`config.mk`:
```
export PLATFORM = sky130hd
export DESIGN_NAME = uart_rx_param
export DESIGN_NICKNAME = d
export VERILOG_FILES = /design/src/rtl/uart_rx_param.sv
export SDC_FILE = /design/constraint.sdc
export NUM_CORES = 1
export LEC_CHECK = 0
export BUFFER_PORTS_ARGS = -buffer_cell sky130_fd_sc_hd__buf_4
export CORE_ASPECT_RATIO = 1.1
export CORE_UTILIZATION = 35
export CTS_CLUSTER_DIAMETER = 80
export DETAILED_ROUTE_END_ITERATION = 10
export PLACE_DENSITY = 0.55
export SLEW_MARGIN = 20
export SYNTH_ARGS = -nofsm -noshare
export SYNTH_HDL_FRONTEND = slang
export SYNTH_SLANG_ARGS = --single-unit
```
`constraint.sdc`:
```
create_clock -name clk -period 2.1 [get_ports clk]
set_input_delay 0.42 -clock clk [delete_from_list [all_inputs] [get_ports clk]]
set_output_delay 0.42 -clock clk [all_outputs]
set_load 0.05 [all_outputs]
```
`src/rtl/uart_rx_param.sv`:
```
// Parametrised UART receiver with a show-ahead frame FIFO.
// Define RX_MAJORITY_EN for 2-of-3 majority voting around mid-bit.
module uart_rx_param #(
  parameter int DATA_W     = 8,
  parameter int OVERSAMPLE = 16,
  parameter int PAR_EN     = 1,
  parameter int STOP_BITS  = 1,
  parameter int FIFO_DEPTH = 4
) (
  input  logic                          clk,
  input  logic                          rst,
  input  logic                          Bclkx16_,
  input  logic                          Rx,
  input  logic                          parity,
  input  logic                          rd_en,
  output logic [DATA_W-1:0]             data,
  output logic                          valid,
  output logic                          parity_error,
  output logic                          Rx_err,
  output logic                          Rx_done,
  output logic                          overrun,
  output logic [$clog2(FIFO_DEPTH):0]   fifo_count
);

  localparam int TW = $clog2(OVERSAMPLE) + 1;
  localparam int AW = $clog2(FIFO_DEPTH);
  localparam int CW = AW + 1;
  localparam int EW = DATA_W + 2;

  localparam logic [TW-1:0] BIT_T  = TW'(OVERSAMPLE);
`ifdef RX_MAJORITY_EN
  localparam logic [TW-1:0] START_T = TW'(OVERSAMPLE / 2 + 1);
`else
  localparam logic [TW-1:0] START_T = TW'(OVERSAMPLE / 2);
`endif
  localparam logic [3:0]    LAST_D  = 4'(DATA_W - 1);
  localparam logic [3:0]    LAST_S  = 4'(STOP_BITS - 1);
  localparam logic [CW-1:0] DEPTH_C = CW'(FIFO_DEPTH);

  typedef enum logic [2:0] {
    S_IDLE,
    S_START,
    S_DATA,
    S_PARITY,
    S_STOP
  } state_t;

  state_t              r_state;
  logic                r_sync1;
  logic                r_rxs;
  logic [TW-1:0]       r_tick;
  logic [3:0]          r_bitn;
  logic [DATA_W-1:0]   r_shift;
  logic                r_perr;
  logic                r_ferr;
  logic                r_done;
  logic [EW-1:0]       r_ent;

  logic [EW-1:0]       r_mem [FIFO_DEPTH];
  logic [AW-1:0]       r_wr;
  logic [AW-1:0]       r_rd;
  logic [CW-1:0]       r_count;
  logic                r_ovr;

  logic [TW-1:0]       w_tn;
  logic                w_bit;
  logic                w_pop;
  logic                w_full;
  logic                w_wr;
  logic [EW-1:0]       w_head;

  always_ff @(posedge clk or negedge rst) begin
    if (!rst) begin
      r_sync1 <= 1'b1;
      r_rxs   <= 1'b1;
    end else begin
      r_sync1 <= Rx;
      r_rxs   <= r_sync1;
    end
  end

`ifdef RX_MAJORITY_EN
  logic [1:0] r_hist;

  // Holds rxs from the two preceding ticks; the vote lands on the third.
  always_ff @(posedge clk or negedge rst) begin
    if (!rst) begin
      r_hist <= 2'b11;
    end else if (Bclkx16_) begin
      r_hist <= {r_hist[0], r_rxs};
    end
  end

  assign w_bit = (r_hist[1] & r_hist[0]) |
                 (r_hist[1] & r_rxs) |
                 (r_hist[0] & r_rxs);
`else
  assign w_bit = r_rxs;
`endif

  assign w_tn = r_tick + 1'b1;

  always_ff @(posedge clk or negedge rst) begin
    if (!rst) begin
      r_state <= S_IDLE;
      r_tick  <= '0;
      r_bitn  <= '0;
      r_shift <= '0;
      r_perr  <= 1'b0;
      r_ferr  <= 1'b0;
      r_done  <= 1'b0;
      r_ent   <= '0;
    end else begin
      r_done <= 1'b0;
      if (Bclkx16_) begin
        unique case (r_state)
          S_IDLE: begin
            if (!r_rxs) begin
              r_state <= S_START;
              r_tick  <= '0;
            end
          end
          S_START: begin
            if (w_tn == START_T) begin
              r_tick  <= '0;
              r_bitn  <= '0;
              r_perr  <= 1'b0;
              r_ferr  <= 1'b0;
              r_state <= w_bit ? S_IDLE : S_DATA;
            end else begin
              r_tick <= w_tn;
            end
          end
          S_DATA: begin
            if (w_tn == BIT_T) begin
              r_tick  <= '0;
              r_shift <= {w_bit, r_shift[DATA_W-1:1]};
              if (r_bitn == LAST_D) begin
                r_bitn  <= '0;
                r_state <= (PAR_EN != 0) ? S_PARITY : S_STOP;
              end else begin
                r_bitn <= r_bitn + 1'b1;
              end
            end else begin
              r_tick <= w_tn;
            end
          end
          S_PARITY: begin
            if (w_tn == BIT_T) begin
              r_tick  <= '0;
              r_perr  <= (^r_shift) ^ w_bit ^ parity;
              r_state <= S_STOP;
            end else begin
              r_tick <= w_tn;
            end
          end
          S_STOP: begin
            if (w_tn == BIT_T) begin
              r_tick <= '0;
              if (r_bitn == LAST_S) begin
                r_bitn  <= '0;
                r_done  <= 1'b1;
                r_ent   <= {r_shift, r_perr, r_ferr | ~w_bit};
                r_state <= S_IDLE;
              end else begin
                r_ferr <= r_ferr | ~w_bit;
                r_bitn <= r_bitn + 1'b1;
              end
            end else begin
              r_tick <= w_tn;
            end
          end
          default: r_state <= S_IDLE;
        endcase
      end
    end
  end

  // The completed frame enters the FIFO the clk after Rx_done rises.
  assign w_pop  = rd_en && valid;
  assign w_full = (r_count == DEPTH_C);
  assign w_wr   = r_done && (!w_full || w_pop);

  always_ff @(posedge clk or negedge rst) begin
    if (!rst) begin
      for (int i = 0; i < FIFO_DEPTH; i++) begin
        r_mem[i] <= '0;
      end
      r_wr    <= '0;
      r_rd    <= '0;
      r_count <= '0;
      r_ovr   <= 1'b0;
    end else begin
      if (w_wr) begin
        r_mem[r_wr] <= r_ent;
        r_wr        <= r_wr + 1'b1;
      end
      if (w_pop) begin
        r_rd <= r_rd + 1'b1;
      end
      if (w_wr && !w_pop) begin
        r_count <= r_count + 1'b1;
      end else if (!w_wr && w_pop) begin
        r_count <= r_count - 1'b1;
      end
      if (w_pop) begin
        r_ovr <= 1'b0;
      end else if (r_done && w_full) begin
        r_ovr <= 1'b1;
      end
    end
  end

  assign w_head       = r_mem[r_rd];
  assign valid        = (r_count != '0);
  assign data         = valid ? w_head[EW-1:2] : '0;
  assign parity_error = valid & w_head[1];
  assign Rx_err       = valid & w_head[0];
  assign Rx_done      = r_done;
  assign overrun      = r_ovr;
  assign fifo_count   = r_count;

endmodule

```
Yosys cells after proc, flatten, opt, wreduce, memory -nomap -nowiden:

Index checks and enable logic that the tools add are counted.

* flip-flop bits (word level): 83

* bitwise gates (word level): 8
* eq/ne operators: 16
* multiplexer cells: 40
* reductions and logical operators: 28
* $add $sub $neg: 6
* magnitude comparators: 3

Operator list (count)
* $bwmux W40: 1
* $mux W10: 3
* $mux W3: 9
* $bmux W10 S2: 1
* $demux W10 S2: 1
* $mux W4: 5
* $ne A2 B2 Y1 const B: 8
* $mux W5: 3
* $pmux W3 S5: 1
* $pmux W5 S3: 1
* $pmux W4 S3: 1
* $mux W1: 10
* $reduce_and A5 Y1: 2
* $reduce_bool A3 Y1: 3
* $mux W8: 1
* $reduce_and A4 Y1: 2
* $reduce_and A8 Y1: 1
* $reduce_bool A2 Y1: 4
* $reduce_xor A8 Y1: 1
* $eq A3 B2 Y1 const B: 2
* $eq A3 B3 Y1 const B: 2
* $ge A3 B3 Y1 const B: 2
* $logic_and A1 B1 Y1: 6
* $not A2 Y3: 2
* 22 further kinds: 29

Depth between registers and ports, before layout:

Gate-level depths: netlist (run 1).

* depth in word-level cells: 8
* mapped depth: 10
* mapped depth without buffers: 9

Least setup slack after synthesis (run 1):

Ideal clock, no wire load.

* path type: reg2out
* start point: reg r_count[0], in the netlist fifo_count[0]
* end point: out data[0]
* cell stages (with the launch flop): 4
* buffers on the path: 1
* arrival time: 2.041 ns
* setup slack: -0.361 ns
* cells stage by stage: dfrtp_1 -> or3_1 -> clkbuf_1 -> and2_1

* cells in the longest elaborated chain, start to end: 2

RTL lines
* start: declaration: line 62 `logic [CW-1:0] r_count;`
* start signal: assignment: line 202 `r_count <= r_count + 1'b1;`
* start signal: assignment: line 204 `r_count <= r_count - 1'b1;`
* $reduce_bool A3 Y1: line 215 `assign valid = (r_count != '0);`
* named net valid: line 17 `output logic valid,`
* $mux W8: line 216 `assign data = valid ? w_head[EW-1:2] : '0;`
* end: declaration: line 16 `output logic [DATA_W-1:0] data,`

The timed path passes the listed nets, and every way through them passes these cells.

Final worst setup path (run 1):

* start point: reg r_count[1], in the netlist fifo_count[1]
* end point: out data[1]

* cells in the longest elaborated chain, start to end: 2

RTL lines (line)
* $reduce_bool A3 Y1: 215
* $mux W8: 216

Every way passes these cells.

==> impl_metrics.json, run 1 <==
{
  "first_pass_iters": 4,
  "fin_util_pct": 44.68,
  "worstMarginPinSlew_ns": 0.5707,
  "crit_path_max_fanout": 13,
  "initial_core_util_pct": 36.22,
  "cts_buffer_depth": 2,
  "cts_buffers": 9,
  "worst-path-buf-inv": 2,
  "status": "completed",
  "p_per_area_nw_per_um2": 791.9,
  "synth_seq_cells": 83,
  "drcViolationCount": 0,
  "syn-num-nets": 339,
  "final_common_cell": "dfrtp_1",
  "worst_setup_path_end_kind": "primary output",
  "core_area_sq_um": 11540,
  "hold_viol_final": 0,
  "mostFrequentLayoutCells": "dfrtp_1, mux2_2, buf_4, nand2_1, xnor2_1",
  "ir_drop_uv": 446.3,
  "die-area_sq_um": 12390,
  "cp-start-kind": "register",
  "fmax_ghz": 0.4778,
  "synth-edff-count": 0,
  "grt_usage_pct": 14.75,
  "clk_pin_slew_ns": 0.06,
  "cts.sinks": 83,
  "antenna_found_initial": 0,
  "r2r_slack_ns": 0.11,
  "worstSkewPairLatency_ns": 0.34,
  "slowest_stage": "dfrtp_2",
  "total_power_mw": 4.084,
  "fin_nets": 377,
  "placed_area_sq_um": 4656,
  "grt_pass1_vias": 2658,
  "num_antenna_cells": 0,
  "crit_arrival_ns": 1.67,
  "r2r_start": "fifo_count[1]",
  "yosysSeqAreaShare_pct": 49.75,
  "leakage_nw": 2.382,
  "avgSynthCellArea_sq_um": 12.90,
  "dr.first_iter.drc_count": 83,
  "wirelength_um": 8049,
  "post-route-period-util_pct": 99.66,
  "critPathTopFamily": "simple AND/OR/NAND/NOR gates",
  "dieWidth_um": 106.2,
  "r2r_cells": 8,
  "wire_per_inst_um": 15.57,
  "worst-setup-path-type": "register to primary output",
  "ant_nets": 0,
  "dp_slack_ns": 0.05893,
  "io_buffers": 21,
  "syn_inst": 324,
  "grt_overflow": 0,
  "netlist_area_sq_um": 4180,
  "worst_r2r_endpoint": "fifo_count[2]",
  "dp_hpwl_um": 5581,
  "cap_violations": 0,
  "finalWorstSetupSlack_ns": 0.007063,
  "period_minus_slack_ns": 2.093,
  "grt_first_pass_wirelength_um": 13900,
  "skew_ns": 0.007135,
  "hp-class": "primary input to async pin",
  "fp.dieH_um": 116.6,
  "synthArstFlopShare_pct": 100.0,
  "setup_viol": 0,
  "grt_max_degree": 42,
  "cts_hold_buf": 0,
  "rsz0062_at_grt": "yes",
  "num_rows": 41,
  "critPathMaxStageDelay_ns": 0.44,
  "cts_htree_levels": 3,
  "area_growth_pct": 23.38,
  "vias": 2606,
  "slew_headroom_pct": 61.95,
  "synthFlopType": "dfrtp_1",
  "gp_congestion": 0.8335,
  "worstPathCellList": "or3_4, buf_12, and2_4, buf_8",
  "cp.required_ns": 1.68,
  "slew_violations": 0,
  "viasPerCell": 5.041,
  "cts_tree": "done",
  "cts_root_buf": "clkbuf_16",
  "synth_cell_type_count": 60,
  "yosysWarnings": 0,
  "crit_cells": 4,
  "io_pins": 22,
  "drive_above_1_share_pct": 42.78,
  "fin_area_sq_um": 5157,
  "nFillCells": 1050
}
==> repair_timing <==
action                     in CTS  in global routing
setup endpoints to repair      10                 22
setup buffers                   3                  1
resized for setup              25                 17
gates cloned                    1                  0
pin swaps                       3                 10
==> state kept, by name, summed over array words and instances, names as in the netlist, 2 cells and up <==
name        cells
fifo_count      3
r_bitn          4
r_ent          10
r_mem          40
r_rd            2
r_shift         8
r_state         3
r_tick          5
r_wr            2
==> through the flow <==
step,cells,hold WS [ns],setup TNS [ns]
floorplan,324,0.1244,0
global placement,498,0.3466,0
detailed placement,498,0.3472,0
CTS,518,0.09649,-0.6740
global route,517,0.1300,-0.3821
finish,517,0.08569,0
==> cell families after synthesis <==
| logic type | synth area share (%) |
|---|---|
| multiplexers | 23.38 |
| AND/OR/NAND/NOR | 9.728 |
| buffers and inverters | 2.424 |
| AO/OA/AOI/OAI | 8.052 |
| adder cells (fa/ha/maj) | 3.113 |
| flip-flops | 49.75 |
| XOR/XNOR | 3.562 |
==> layer usage <==
metal,global-route usage [%],share of wire (%),vias up,routed length [um]
li1,-,-,1266,-
met1,19.01,46,1295,3732
met2,23.72,49,32,3942
met3,2.958,2.7,13,216
met4,7.500,2.0,0,157
met5,0,0,-,0
==> where the power goes <==
group	switching, mW	internal, mW	total, mW
sequential	0.0911	1.66	1.75
clock	0.673	1.18	1.86
combinational	0.250	0.226	0.476
==> final cells by class <==
class                      instances  area [sq um]  share of cell area [%]
timing repair buffer              40         436.7                   8.467
clock buffer                       9         225.2                   4.367
tap                              150         187.7                   3.639
multi-input combinational        218          2057                   39.88
inverter                          10         37.54                  0.7278
sequential                        83          2086                   40.44
clock inverter                     7         127.6                   2.475
==> worst max-delay path by stage <==
stage / endpoint / startpoint / slack, ns
finish: data[1] / fifo_count[1] / 0.007
global route: Rx_err / r_rd[0] / -0.05
CTS: data[4] / r_rd[0] / -0.07
detailed placement: fifo_count[2] / fifo_count[1] / 0.06
global placement: fifo_count[2] / fifo_count[1] / 0.12
floorplan: fifo_count[2] / fifo_count[1] / 0.005
==> cell usage after synthesis (3+ instances only) <==
| cell | instances | area share, % |
|---|---|---|
| inv_1 | 10 | 0.90 |
| mux2_2 | 42 | 11 |
| nand2_1 | 18 | 1.6 |
| mux4_2 | 10 | 5.4 |
| o31ai_1 | 5 | 0.90 |
| ha_1 | 8 | 2.4 |
| o21ai_0 | 7 | 0.84 |
| dfrtp_1 | 81 | 48 |
| clkbuf_1 | 5 | 0.45 |
| xor2_1 | 4 | 0.84 |
| mux2_1 | 8 | 2.2 |
| nand3_1 | 7 | 0.84 |
| and2_1 | 14 | 2.1 |
| o21ai_1 | 3 | 0.36 |
| nor2_1 | 8 | 0.72 |
| a31oi_1 | 4 | 0.60 |
| xnor2_1 | 13 | 2.7 |
| buf_2 | 6 | 0.72 |
| mux2_4 | 11 | 4.0 |
| and3_1 | 3 | 0.45 |
| nand2b_1 | 3 | 0.45 |
| a21oi_1 | 7 | 0.84 |
| nand2_2 | 4 | 0.60 |
No activity file was read; power rests on OpenSTA's default activity.
==> run 2: changes to the inputs <==
PLACE_DENSITY = 0.6   (was 0.55)
clock period = 1.7 ns   (was 2.1 ns; I/O delays follow)
==> run 2 against run 1 <==
  * Sequential share of layout area fell by 7.2 points
  * Non-clock buffer count up 67
  * Cell count grew 13%
  * Clock power is 25% higher
  * Critical path depth unchanged
  * Sequential cell count did not move
  * The flow now finishes with violations (setup timing)
  * Largest cell class is now multi-input combinational cells
  * Clock-buffer cell count unchanged
  * Highest routed layer unchanged
  * Routed wire length increased by 25%
==> impl_metrics.json, run 2 (synthesis gave the netlist of run 1 again) <==
{
  "status": "finished with violations",
  "violations": "setup timing",
  "drive_above_1_share_pct": 58.76,
  "core_area_sq_um": 11540,
  "ir_drop_uv": 422.4,
  "worst_setup_path_end_kind": "primary output",
  "die-area_sq_um": 12390,
  "crit_arrival_ns": 1.72,
  "cts.sinks": 83,
  "area.sequential_sq_um": 2090,
  "nFillCells": 923,
  "cp-start-kind": "register",
  "p_per_area_nw_per_um2": 882.6,
  "dieWidth_um": 106.2,
  "grt_max_degree": 84,
  "fin_nets": 444,
  "hp-class": "primary input to async pin",
  "initial_core_util_pct": 36.22,
  "fin_hold_ws_ns": 0.01394,
  "num_rows": 41,
  "slew_violations": 0,
  "ant_nets": 0,
  "vias": 2987,
  "gp_congestion": 0.7981,
  "hold_viol_final": 0,
  "cts_buffer_depth": 2,
  "cts_root_buf": "clkbuf_16",
  "slew_headroom_pct": 70.34,
  "largest_register_ffs": 40,
  "wirelength_um": 10080,
  "first_pass_iters": 5,
  "clk_pin_slew_ns": 0.06,
  "cts_buffers": 9,
  "io_pins": 22,
  "leakage_nw": 2.998,
  "top_register": "r_mem",
  "cap_violations": 0,
  "worst-setup-path-type": "register to primary output",
  "worstMarginPinSlew_ns": 0.4449,
  "drcViolationCount": 0,
  "viasPerCell": 5.115,
  "grt_overflow": 0,
  "cp.required_ns": 1.36,
  "skew_ns": 0.007874,
  "io_buffers": 21,
  "setup_viol": 52,
  "cts_htree_levels": 3,
  "dr.first_iter.drc_count": 128,
  "reg_top3": "r_mem (40), r_ent (10), r_shift (8)",
  "rsz0062_at_grt": "yes",
  "crit_path_max_fanout": 6,
  "tns_ns": -7.754,
  "cts_tree": "done",
  "finalWorstSetupSlack_ns": -0.3644,
  "grt_usage_pct": 17.70,
  "fmax_ghz": 0.4844,
  "worstSkewPairLatency_ns": 0.34,
  "num_antenna_cells": 0,
  "area_growth_pct": 50.52,
  "period_minus_slack_ns": 2.064,
  "multi_input_area_sq_um": 2449,
  "mostFrequentLayoutCells": "dfrtp_1, buf_4, mux2_4, nand2_1, buf_12",
  "grt_first_pass_wirelength_um": 16510,
  "final_common_cell": "dfrtp_1",
  "grt_pass1_vias": 3168,
  "antenna_found_initial": 0,
  "post-route-period-util_pct": 121.4,
  "wire_per_inst_um": 17.25,
  "fp.dieH_um": 116.6,
  "dp_hpwl_um": 5931
}
-- run 2: path summary, 6_finish.rpt --
kind                               start             to  slack (ns)  cells after the start
hold reg to reg                  r_sync1          r_rxs        0.36                      0
min in group clk                      Rx        r_sync1        0.10                      1
hold / removal                       rst        r_rd[0]        0.01                      2
max in group asynchronous            rst        r_sync1        1.31                      2
setup / recovery                 r_rd[0]        data[0]       -0.36                      4
setup reg to reg           fifo_count[0]  fifo_count[2]       -0.31                      9
-- run 2: metrics by stage --
stage / util, % / power [mW] / area, sq um / setup slack (ns) / instances
6_report: 54.51 / 5.553 / 6292 / -0.3644 / 584
3_3_place_gp: 44.16 / 2.991 / 5097 / -0.1652 / 543
3_5_place_dp: 44.16 / 3.006 / 5097 / -0.1950 / 543
2_1_floorplan: - / 2.610 / 4265 / -0.3414 / 324
5_1_grt: 54.51 / 5.781 / 6292 / -0.4025 / 584
4_1_cts: 53.25 / 5.504 / 6146 / -0.4177 / 581
-- run 2: cell type report --
type                    count  share of cell area [%]
multi-input cells         218                   38.91
well taps                 150                   2.983
clock inverters             7                   2.028
inverters                  10                  0.5965
repair buffers            107                   18.69
clock buffers               9                   3.579
flip-flops and latches     83                   33.21
-- run 2: power breakdown --
| part | internal [mW] | switching (mW) | total, mW |
|---|---|---|---|
| Combinational | 0.591 | 0.503 | 1.09 |
| Clock | 1.46 | 0.854 | 2.32 |
| Sequential | 2.06 | 0.0886 | 2.14 |
-- run 2: timing repair --
action	in CTS	in global routing
pin swaps	19	21
setup buffers	17	6
endpoints found under the setup margin	65	81
gates resized for setup	104	39
hold buffers	0	0
cloned	5	0
-- run 2: routing by layer --
layer,track usage [%],vias up,share of wire (%)
met2,31.00,40,53
met4,8.056,0,1.7
li1,-,1392,-
met5,0,-,0
met3,3.237,14,2.4
met1,21.28,1541,43
-- run 2: worst max-delay path, cell delays in order, from the launching register on --
cell	delay [ns]
dfrtp_2	0.43
buf_12	0.15
mux4_2	0.51
and2_4	0.16
buf_8	0.14
==> run 3: changes to the inputs <==
HOLD_SLACK_MARGIN = 0.08   (was default)
==> run 3 against run 2 <==
  * The run still ends with setup timing left
  * Total power about the same
  * Hold slack better by 0.084 ns
  * Via count up 0.10%
  * Die area unchanged
  * Clock skew about the same
  * Sequential power barely moved
  * Critical path depth is the same
  * First-iteration DRC count fell by 2.3%
  * Sequential share of layout area is 0.053 points lower
  * Routed wire length grew 0.17%
  * Cell area up 0.16%
  * Critical path type unchanged
  * Critical endpoint unchanged
  * Largest cell class unchanged
==> impl_metrics.json, run 3 (synthesis gave the netlist of run 1 again) <==
{
  "vias": 2990,
  "clk_pin_slew_ns": 0.07,
  "grt_overflow": 0,
  "worst-path-buf-inv": 2,
  "switching_share_pct": 26.05,
  "power_frac_clock_pct": 41.7,
  "dieWidth_um": 106.2,
  "cts_buffer_depth": 2,
  "cap_violations": 0,
  "ir_drop_uv": 423.3,
  "final_common_cell": "dfrtp_1",
  "cts_root_buf": "clkbuf_16",
  "hp-start": "Rx",
  "status": "finished with violations",
  "skew_ns": 0.007991,
  "net-switching-power_mw": 1.447,
  "critPathMaxStageDelay_ns": 0.51,
  "fin_util_pct": 54.60,
  "slowest_stage": "mux4_2",
  "worst_r2r_endpoint": "fifo_count[2]",
  "top_register": "r_mem",
  "worst-setup-path-type": "register to primary output",
  "finalWorstSetupSlack_ns": -0.3626,
  "worstMarginPinSlew_ns": 0.4461,
  "first_pass_iters": 5,
  "rsz0062_at_grt": "yes",
  "largest_register_ffs": 40,
  "fp.dieH_um": 116.6,
  "antenna_found_initial": 0,
  "grt_usage_pct": 17.70,
  "hold_viol_final": 0,
  "worstPathCellList": "buf_12, mux4_2, and2_4, buf_8",
  "cp.required_ns": 1.36,
  "ant_nets": 0,
  "slew_violations": 0,
  "dp_hpwl_um": 5931,
  "nFillCells": 924,
  "setup_viol": 53,
  "hp-class": "primary input to register",
  "combinationalPowerShare_pct": 19.7,
  "io_buffers": 21,
  "crit_path_max_fanout": 6,
  "area_growth_pct": 50.76,
  "total_power_mw": 5.556,
  "fin_nets": 445,
  "leakage_nw": 3.002,
  "initial_core_util_pct": 36.22,
  "hold_depth": 1,
  "viasPerCell": 5.111,
  "grt_max_degree": 84,
  "intPower_mw": 4.109,
  "r2r_start": "fifo_count[0]",
  "io_pins": 22,
  "r2r_slack_ns": -0.31,
  "cts_tree": "done",
  "reg_top3": "r_mem (40), r_ent (10), r_shift (8)",
  "wirelength_um": 10090,
  "post-route-period-util_pct": 121.3,
  "mostFrequentLayoutCells": "dfrtp_1, buf_4, mux2_4, nand2_1, buf_12",
  "cts.sinks": 83,
  "worstSkewPairLatency_ns": 0.34,
  "core_area_sq_um": 11540,
  "critPathTopFamily": "multiplexers",
  "cts_htree_levels": 3,
  "wire_per_inst_um": 17.25,
  "gp_congestion": 0.7981,
  "die-area_sq_um": 12390,
  "num_rows": 41,
  "drcViolationCount": 0,
  "pwr-share-seq_pct": 38.6,
  "worst_setup_path_end_kind": "primary output",
  "r2r_cells": 9,
  "drive_above_1_share_pct": 58.62,
  "crit_arrival_ns": 1.72,
  "grt_first_pass_wirelength_um": 16510,
  "num_antenna_cells": 0,
  "fmax_ghz": 0.4848,
  "violations": "setup timing",
  "cp-start-kind": "register",
  "grt_pass1_vias": 3168,
  "dr.first_iter.drc_count": 125,
  "slew_headroom_pct": 70.26,
  "cts_buffers": 9,
  "p_per_area_nw_per_um2": 881.7,
  "period_minus_slack_ns": 2.063,
  "min_to": "r_sync1"
}
run 3: changes by cell type in the layout (fill, tap and decap cells not counted):
cell	delta
dlygate4sd3_1	+1
run 3: area by class of cell:
class,count,area [sq um],share of cell area (%)
multi-input cells,218,2449,38.85
repair buffers,108,1186,18.82
inverters,10,37.54,0.5956
clock inverters,7,127.6,2.025
flip-flops and latches,83,2090,33.15
clock buffers,9,225.2,3.574
well taps,150,187.7,2.978
run 3: stage by stage:
stage,cells,setup TNS [ns],cell area (sq um),hold WS (ns),setup slack (ns)
CTS,582,-11.75,6156,0.08745,-0.4177
global route,585,-10.63,6302,0.08478,-0.4025
global placement,543,-1.695,5097,0.3481,-0.1652
detailed placement,543,-2.107,5097,0.3481,-0.1950
finish,585,-7.761,6302,0.09821,-0.3626
floorplan,324,-1.098,4265,0.04441,-0.3414
run 3: how the worst max path moves through the flow:
stage	start	to	slack (ns)	cells after the start
finish	r_rd[0]	data[0]	-0.36	4
CTS	r_rd[0]	data[0]	-0.42	4
floorplan	fifo_count[1]	fifo_count[1]	-0.34	8
global placement	fifo_count[1]	fifo_count[2]	-0.17	8
detailed placement	fifo_count[1]	fifo_count[2]	-0.20	8
global route	r_rd[0]	Rx_err	-0.40	4
run 3: power groups by stage:
stage	Sequential (mW)	Clock, mW	Combinational, mW
after floorplan	2.16	0	0.453
after global placement	2.17	0	0.825
after detailed placement	2.17	0	0.837
after CTS	2.14	2.38	0.987
after global routing	2.15	2.45	1.18
final	2.14	2.32	1.10
run 3: timing repair:
action / CTS / global route
buffers inserted: 17 / 6
endpoints found under the hold margin: 81 / 0
hold buffers: 1 / 0
endpoints found under the setup margin: 65 / 81
gates cloned: 5 / 0
pin swaps: 19 / 21
resized for setup: 104 / 39
run 3: routing by layer:
metal  GRT usage [%]  wire, um  part of all wire, %
met2           31.00      5323                   53
met3           3.181       233                  2.3
met4           8.056       172                  1.7
met1           21.32      4364                   43
met5               0         0                    0
